File: config.mk
export PLATFORM = sky130hd
export DESIGN_NAME = sisc_core_p
export DESIGN_NICKNAME = d
export VERILOG_FILES = /design/src/rtl/sisc_pkg.sv /design/src/rtl/sisc_alu_p.sv /design/src/rtl/sisc_core_p.sv
export SDC_FILE = /design/constraint.sdc
export NUM_CORES = 1
export LEC_CHECK = 0
export ABC_CLOCK_PERIOD_IN_PS = 6500
export CAP_MARGIN = 40
export CORE_ASPECT_RATIO = 1.2
export CORE_UTILIZATION = 55
export CTS_CLUSTER_DIAMETER = 50
export CTS_CLUSTER_SIZE = 8
export DETAILED_ROUTE_END_ITERATION = 16
export PLACE_DENSITY_LB_ADDON = 0.25
export SKIP_CTS_REPAIR_TIMING = 1
export SYNTH_ARGS = -nofsm -noshare
export SYNTH_HDL_FRONTEND = slang
export SYNTH_SLANG_ARGS = --single-unit
File: constraint.sdc
create_clock -name clk -period 6.5 [get_ports clk]
set_input_delay 1.95 -clock clk [delete_from_list [all_inputs] [get_ports clk]]
set_output_delay 1.95 -clock clk [all_outputs]
set_load 0.05 [all_outputs]
File: src/rtl/sisc_pkg.sv
// sisc_pkg: shared constants and types for the SISC core.
// Opcodes, ALU function codes, stat bit positions, FSM state encodings.
package sisc_pkg;

  localparam logic [3:0] OP_NOP  = 4'h0;
  localparam logic [3:0] OP_ALU  = 4'h1;
  localparam logic [3:0] OP_ALUI = 4'h2;
  localparam logic [3:0] OP_CMP  = 4'h3;
  localparam logic [3:0] OP_HALT = 4'hF;

  localparam logic [3:0] FN_ADD = 4'h0;
  localparam logic [3:0] FN_SUB = 4'h1;
  localparam logic [3:0] FN_AND = 4'h2;
  localparam logic [3:0] FN_OR  = 4'h3;
  localparam logic [3:0] FN_XOR = 4'h4;
  localparam logic [3:0] FN_NOT = 4'h5;
  localparam logic [3:0] FN_SHL = 4'h6;
  localparam logic [3:0] FN_SHR = 4'h7;
  localparam logic [3:0] FN_ADC = 4'h8;

  localparam int ST_C = 3;
  localparam int ST_V = 2;
  localparam int ST_N = 1;
  localparam int ST_Z = 0;

  typedef logic [2:0] state_t;

  localparam state_t S_FETCH  = 3'd0;
  localparam state_t S_DECODE = 3'd1;
  localparam state_t S_EXEC   = 3'd2;
  localparam state_t S_WB     = 3'd3;
  localparam state_t S_HALT   = 3'd4;

  // lo holds imm[15:0]; rt overlays lo[15:12]
  typedef struct packed {
    logic [3:0]  op;
    logic [3:0]  mm;
    logic [3:0]  rd;
    logic [3:0]  rs;
    logic [15:0] lo;
  } instr_t;

  function automatic logic [3:0] rt_of(instr_t i);
    return i.lo[15:12];
  endfunction

endpackage

File: src/rtl/sisc_alu_p.sv
// sisc_alu_p: combinational ALU for the SISC core.
// Ports: fn, a, b, cin in; res, flags {C,V,N,Z}, mask (flags to update), wr out.
module sisc_alu_p
  import sisc_pkg::*;
#(
  parameter int DW = 32
) (
  input  logic [3:0]    fn,
  input  logic [DW-1:0] a,
  input  logic [DW-1:0] b,
  input  logic          cin,
  output logic [DW-1:0] res,
  output logic [3:0]    flags,
  output logic [3:0]    mask,
  output logic          wr
);

  logic [DW-1:0] b2;
  logic          ci;
  logic [DW:0]   sum;
  logic          ov;
  logic          c;

  // SUB is a + ~b + 1 so carry means "no borrow"
  assign b2  = (fn == FN_SUB) ? ~b : b;
  assign ci  = (fn == FN_SUB) ? 1'b1
             : (fn == FN_ADC) ? cin : 1'b0;
  assign sum = {1'b0, a} + {1'b0, b2}
             + {{DW{1'b0}}, ci};
  assign ov  = (a[DW-1] == b2[DW-1])
             && (sum[DW-1] != a[DW-1]);

  always_comb begin
    res  = '0;
    c    = 1'b0;
    mask = 4'b0000;
    wr   = 1'b0;
    unique case (fn)
      FN_ADD, FN_SUB, FN_ADC: begin
        res  = sum[DW-1:0];
        c    = sum[DW];
        mask = 4'b1111;
        wr   = 1'b1;
      end
      FN_AND: begin
        res  = a & b;
        mask = 4'b0011;
        wr   = 1'b1;
      end
      FN_OR: begin
        res  = a | b;
        mask = 4'b0011;
        wr   = 1'b1;
      end
      FN_XOR: begin
        res  = a ^ b;
        mask = 4'b0011;
        wr   = 1'b1;
      end
      FN_NOT: begin
        res  = ~a;
        mask = 4'b0011;
        wr   = 1'b1;
      end
      FN_SHL: begin
        res  = {a[DW-2:0], 1'b0};
        c    = a[DW-1];
        mask = 4'b1011;
        wr   = 1'b1;
      end
      FN_SHR: begin
        res  = {1'b0, a[DW-1:1]};
        c    = a[0];
        mask = 4'b1011;
        wr   = 1'b1;
      end
      default: begin
        res  = '0;
      end
    endcase
  end

  assign flags = {c, ov, res[DW-1], res == '0};

endmodule

File: src/rtl/sisc_core_p.sv
// sisc_core_p: multi-cycle SISC core (FETCH/DECODE/EXEC/WB/HALT).
// Ports: clk, rst, ir/ir_valid/ir_ready, stat, halted, wb_*, dbg_addr/dbg_data.
module sisc_core_p
  import sisc_pkg::*;
#(
  parameter int DW   = 32,
  parameter int NREG = 16,
  localparam int AW  = $clog2(NREG)
) (
  input  logic          clk,
  input  logic          rst,
  input  logic [31:0]   ir,
  input  logic          ir_valid,
  output logic          ir_ready,
  output logic [3:0]    stat,
  output logic          halted,
  output logic          wb_valid,
  output logic [AW-1:0] wb_addr,
  output logic [DW-1:0] wb_data,
  input  logic [AW-1:0] dbg_addr,
  output logic [DW-1:0] dbg_data
);

  localparam logic [4:0] NREG5 = 5'(NREG);

  state_t        state;
  instr_t        ir_q;
  logic [DW-1:0] rf [NREG];
  logic [DW-1:0] op_a;
  logic [DW-1:0] op_b;
  logic [DW-1:0] res_q;
  logic          wr_q;
  logic [AW-1:0] wa_q;

  logic [DW-1:0] imm_ext;
  logic [3:0]    alu_fn;
  logic [DW-1:0] alu_res;
  logic [3:0]    alu_flags;
  logic [3:0]    alu_mask;
  logic          alu_wr;
  logic          is_alu;
  logic          is_cmp;

  // r0 and addresses past the register count are not real registers
  function automatic logic in_range(logic [3:0] a);
    return (a != 4'd0) && ({1'b0, a} < NREG5);
  endfunction

  function automatic logic [DW-1:0] rd_reg(logic [3:0] a);
    return in_range(a) ? rf[a[AW-1:0]] : '0;
  endfunction

  // signed size cast sign-extends for DW>16, truncates for DW<16
  assign imm_ext = DW'($signed(ir_q.lo));

  assign is_alu = (ir_q.op == OP_ALU)
               || (ir_q.op == OP_ALUI);
  assign is_cmp = (ir_q.op == OP_CMP);
  assign alu_fn = is_cmp ? FN_SUB : ir_q.mm;

  sisc_alu_p #(.DW(DW)) u_alu (
    .fn    (alu_fn),
    .a     (op_a),
    .b     (op_b),
    .cin   (stat[ST_C]),
    .res   (alu_res),
    .flags (alu_flags),
    .mask  (alu_mask),
    .wr    (alu_wr)
  );

  always_ff @(posedge clk) begin
    if (rst) begin
      state <= S_FETCH;
      ir_q  <= '0;
      stat  <= 4'b0000;
      op_a  <= '0;
      op_b  <= '0;
      res_q <= '0;
      wr_q  <= 1'b0;
      wa_q  <= '0;
      for (int i = 0; i < NREG; i++)
        rf[i] <= '0;
    end else begin
      unique case (state)
        S_FETCH: begin
          if (ir_valid) begin
            ir_q  <= instr_t'(ir);
            state <= S_DECODE;
          end
        end
        S_DECODE: begin
          op_a <= rd_reg(ir_q.rs);
          op_b <= (ir_q.op == OP_ALUI)
                ? imm_ext
                : rd_reg(rt_of(ir_q));
          state <= (ir_q.op == OP_HALT)
                 ? S_HALT : S_EXEC;
        end
        S_EXEC: begin
          if (is_alu || is_cmp)
            stat <= (stat & ~alu_mask)
                  | (alu_flags & alu_mask);
          res_q <= alu_res;
          wa_q  <= ir_q.rd[AW-1:0];
          wr_q  <= is_alu && alu_wr
                && in_range(ir_q.rd);
          state <= S_WB;
        end
        S_WB: begin
          if (wr_q)
            rf[wa_q] <= res_q;
          state <= S_FETCH;
        end
        S_HALT: begin
          state <= S_HALT;
        end
        default: begin
          state <= S_FETCH;
        end
      endcase
    end
  end

  assign ir_ready = (state == S_FETCH) && !rst;
  assign halted   = (state == S_HALT);
  assign wb_valid = (state == S_WB) && wr_q;
  assign wb_addr  = wa_q;
  assign wb_data  = res_q;
  assign dbg_data = rd_reg(4'(dbg_addr));

endmodule

==> metrics.txt <==
Max clock buf depth=3; Yosys top cell by area=edfxtp_1; H-tree levels=3; ys async rst share=0%; fin crit share=~93%; Layout area overhead=13.3%; critical path type=primary input to output pin; outcome=complete, no violations; Setup crit start kind=primary input; # IOs=approximately 110; IO buf count=~110; DR vias/cell=between 7 and 8; Syn Std Cell Area=approximately 40000 µm²; Leakage=0.0160 µW; Fin Setup TNS=0 ns; number of synthesized flops with an enable pin=512; Power Density=between 200 and 300 nW/µm²; Synth Flop Type=edfxtp_1; vias=between 20000 and 30000; post-synthesis cell count=around 3000; initial DRC count=between 4000 and 5000; CP max FO=33; DP Area=~43000 µm²; Min-Delay Path Class=register to register; Rel. slew slack=around 39%; Avg Inst Size Synth=13.4 µm²; Worst Clk Skew=roughly 0.022 ns; Clock Latency Late Sink=about 0.66 ns; yosys warns=0; largest net degree at the start of global routing=160; Die Ht=299 µm; Worst-Margin Slew=roughly 0.91 ns; fin area=roughly 46000 µm²; first drt pass iteration count=8; Cell variety after synth=79; Final min period=around 6.1 ns; most frequent cells after synthesis=and2_1, edfxtp_1, mux4_2, clkbuf_1, nor2_1; sequential cell area fraction in the yosys report=roughly 45%; CTS sink cnt=660; post-layout util=a little over three fifths; per-cell routed wire length=~33 µm; Crit path required time=around 4.6 ns; Pins Over Slew Limit=0; NumNets Final=3203; Root Driver=clkbuf_16; Post-Layout Cell Count=slightly above 4000; Worst Path Arrival=4.12 ns; Multi-input gate area=21000 µm²; RSZ-0062 raised after global routing=no; gr usage total=between 30% and 40%; gr ovfl total=0; vias in the first global route=29538; full die area=74800 µm²; Placed Instances=slightly below 4000; Detail Route Antenna Nets=0; gp weighted congestion=0.952; # setup viols final=0; Setup crit end kind=output pin; share of cells above drive strength 1=25.8%; CTS Buf Count=98; post-synth top area share=37.9%; FF+latch count, synth=between 600 and 700; Die W=approximately 250 µm; DRC viols=0; global-route wire length before repair=between 150000 and 200000 µm; # rows=approximately 110; most frequent cell after synthesis=and2_1; Hold Vio Cnt, Final=0; CORE AREA=72600 µm²; DP Wirelength=83000 µm; sequential standard cell area=between 15000 and 20000 µm²; Pwr Total=about 12000 µW; CTS tree=built; antenna violations before repair=7; maxcap violations=0; peak supply drop=between 0.15 and 0.2 mV; net count after synthesis=between 3000 and 4000; Detailed Route WL=134000 µm; initial core utilization=a little under three fifths; Worst-path clk slew=around 0.05 ns; Max Fclk=approximately 0.16 GHz; # fillers=between 5000 and 6000; Synth area leaders=edfxtp_1, mux4_2, and2_1, dfxtp_1, ha_1
==> routing by layer <==
metal	up-vias	global-route usage, %	routed length, µm
met3	568	8.95	17300
met1	14813	45.9	45800
li1	11817	-	-
met4	6	20.3	7830
met5	-	0	49
met2	2508	57.3	63000
==> final timing paths <==
path                    start      endpoint  slack [ns]  cells past startpoint
setup / recovery  dbg_addr[0]  dbg_data[31]        0.43                      6
hold / removal     imm_ext[6]    imm_ext[6]        0.46                      2
setup reg to reg     ir_q[30]      register        1.13                     16
hold reg to reg    imm_ext[6]    imm_ext[6]        0.46                      2
==> where the power goes <==
| group | switching, µW | leakage (µW) | internal (µW) |
|---|---|---|---|
| logic | 1100 | 0.00805 | 831 |
| clock network | 1900 | 0.00142 | 3030 |
| registers | 262 | 0.00650 | 4710 |
==> sequential cells by signal, indices dropped and copies added (netlist names), 3 cells and up, named ones only <==
signal and count:
imm_ext 16, ir_q 16, op_a 32, op_b 32, rf 512, state 3, wb_addr 4, wb_data 32
==> cell type report <==
class,instances,share of cell area (%)
Clock inverter,8,0.172
Clock buffer,157,6.29
Timing Repair Buffer,218,4.71
Inverter,73,0.597
Sequential cell,660,40.0
Antenna cell,1,0.00545
Multi-Input combinational cell,2016,45.7
Tap cell,935,2.55
==> logic make-up after synthesis <==
family                   after synthesis  share of synthesized area [%]
AO/OA/AOI/OAI                        393                           6.66
XOR/XNOR                              45                          0.973
multiplexers                         497                           27.3
adder cells (fa/ha/maj)               97                           3.03
AND/OR/NAND/NOR                      984                           13.4
flip-flops                           660                           45.3
buffers and inverters                356                           3.41
==> cell usage in the layout, fill, tap and decap left out, types with 48 or more instances in the layout <==
cell type	instances
clkbuf_16	107
clkdlybuf4s50_1	76
nor2_1	138
a22oi_1	48
buf_4	113
edfxtp_1	512
a211oi_1	60
nand2_1	144
ha_1	95
clkbuf_1	48
a21oi_1	101
and2_1	516
inv_1	73
dfxtp_1	140
mux4_2	485
==> critical path, cell delays in order <==
cell and delay [ns]:
clkbuf_8 0.41, buf_4 0.29, mux4_2 0.53, mux4_2 0.47, nor2b_1 0.22, buf_4 0.24
==> per-stage QoR <==
step	setup WS (ns)	hold WS, ns
6_report	0.426	0.457
4_1_cts	0.444	0.457
3_3_place_gp	0.491	0.448
3_5_place_dp	0.447	0.450
5_1_grt	0.380	0.481
2_1_floorplan	0.250	0.436
Power figures use the tool's default switching activity.
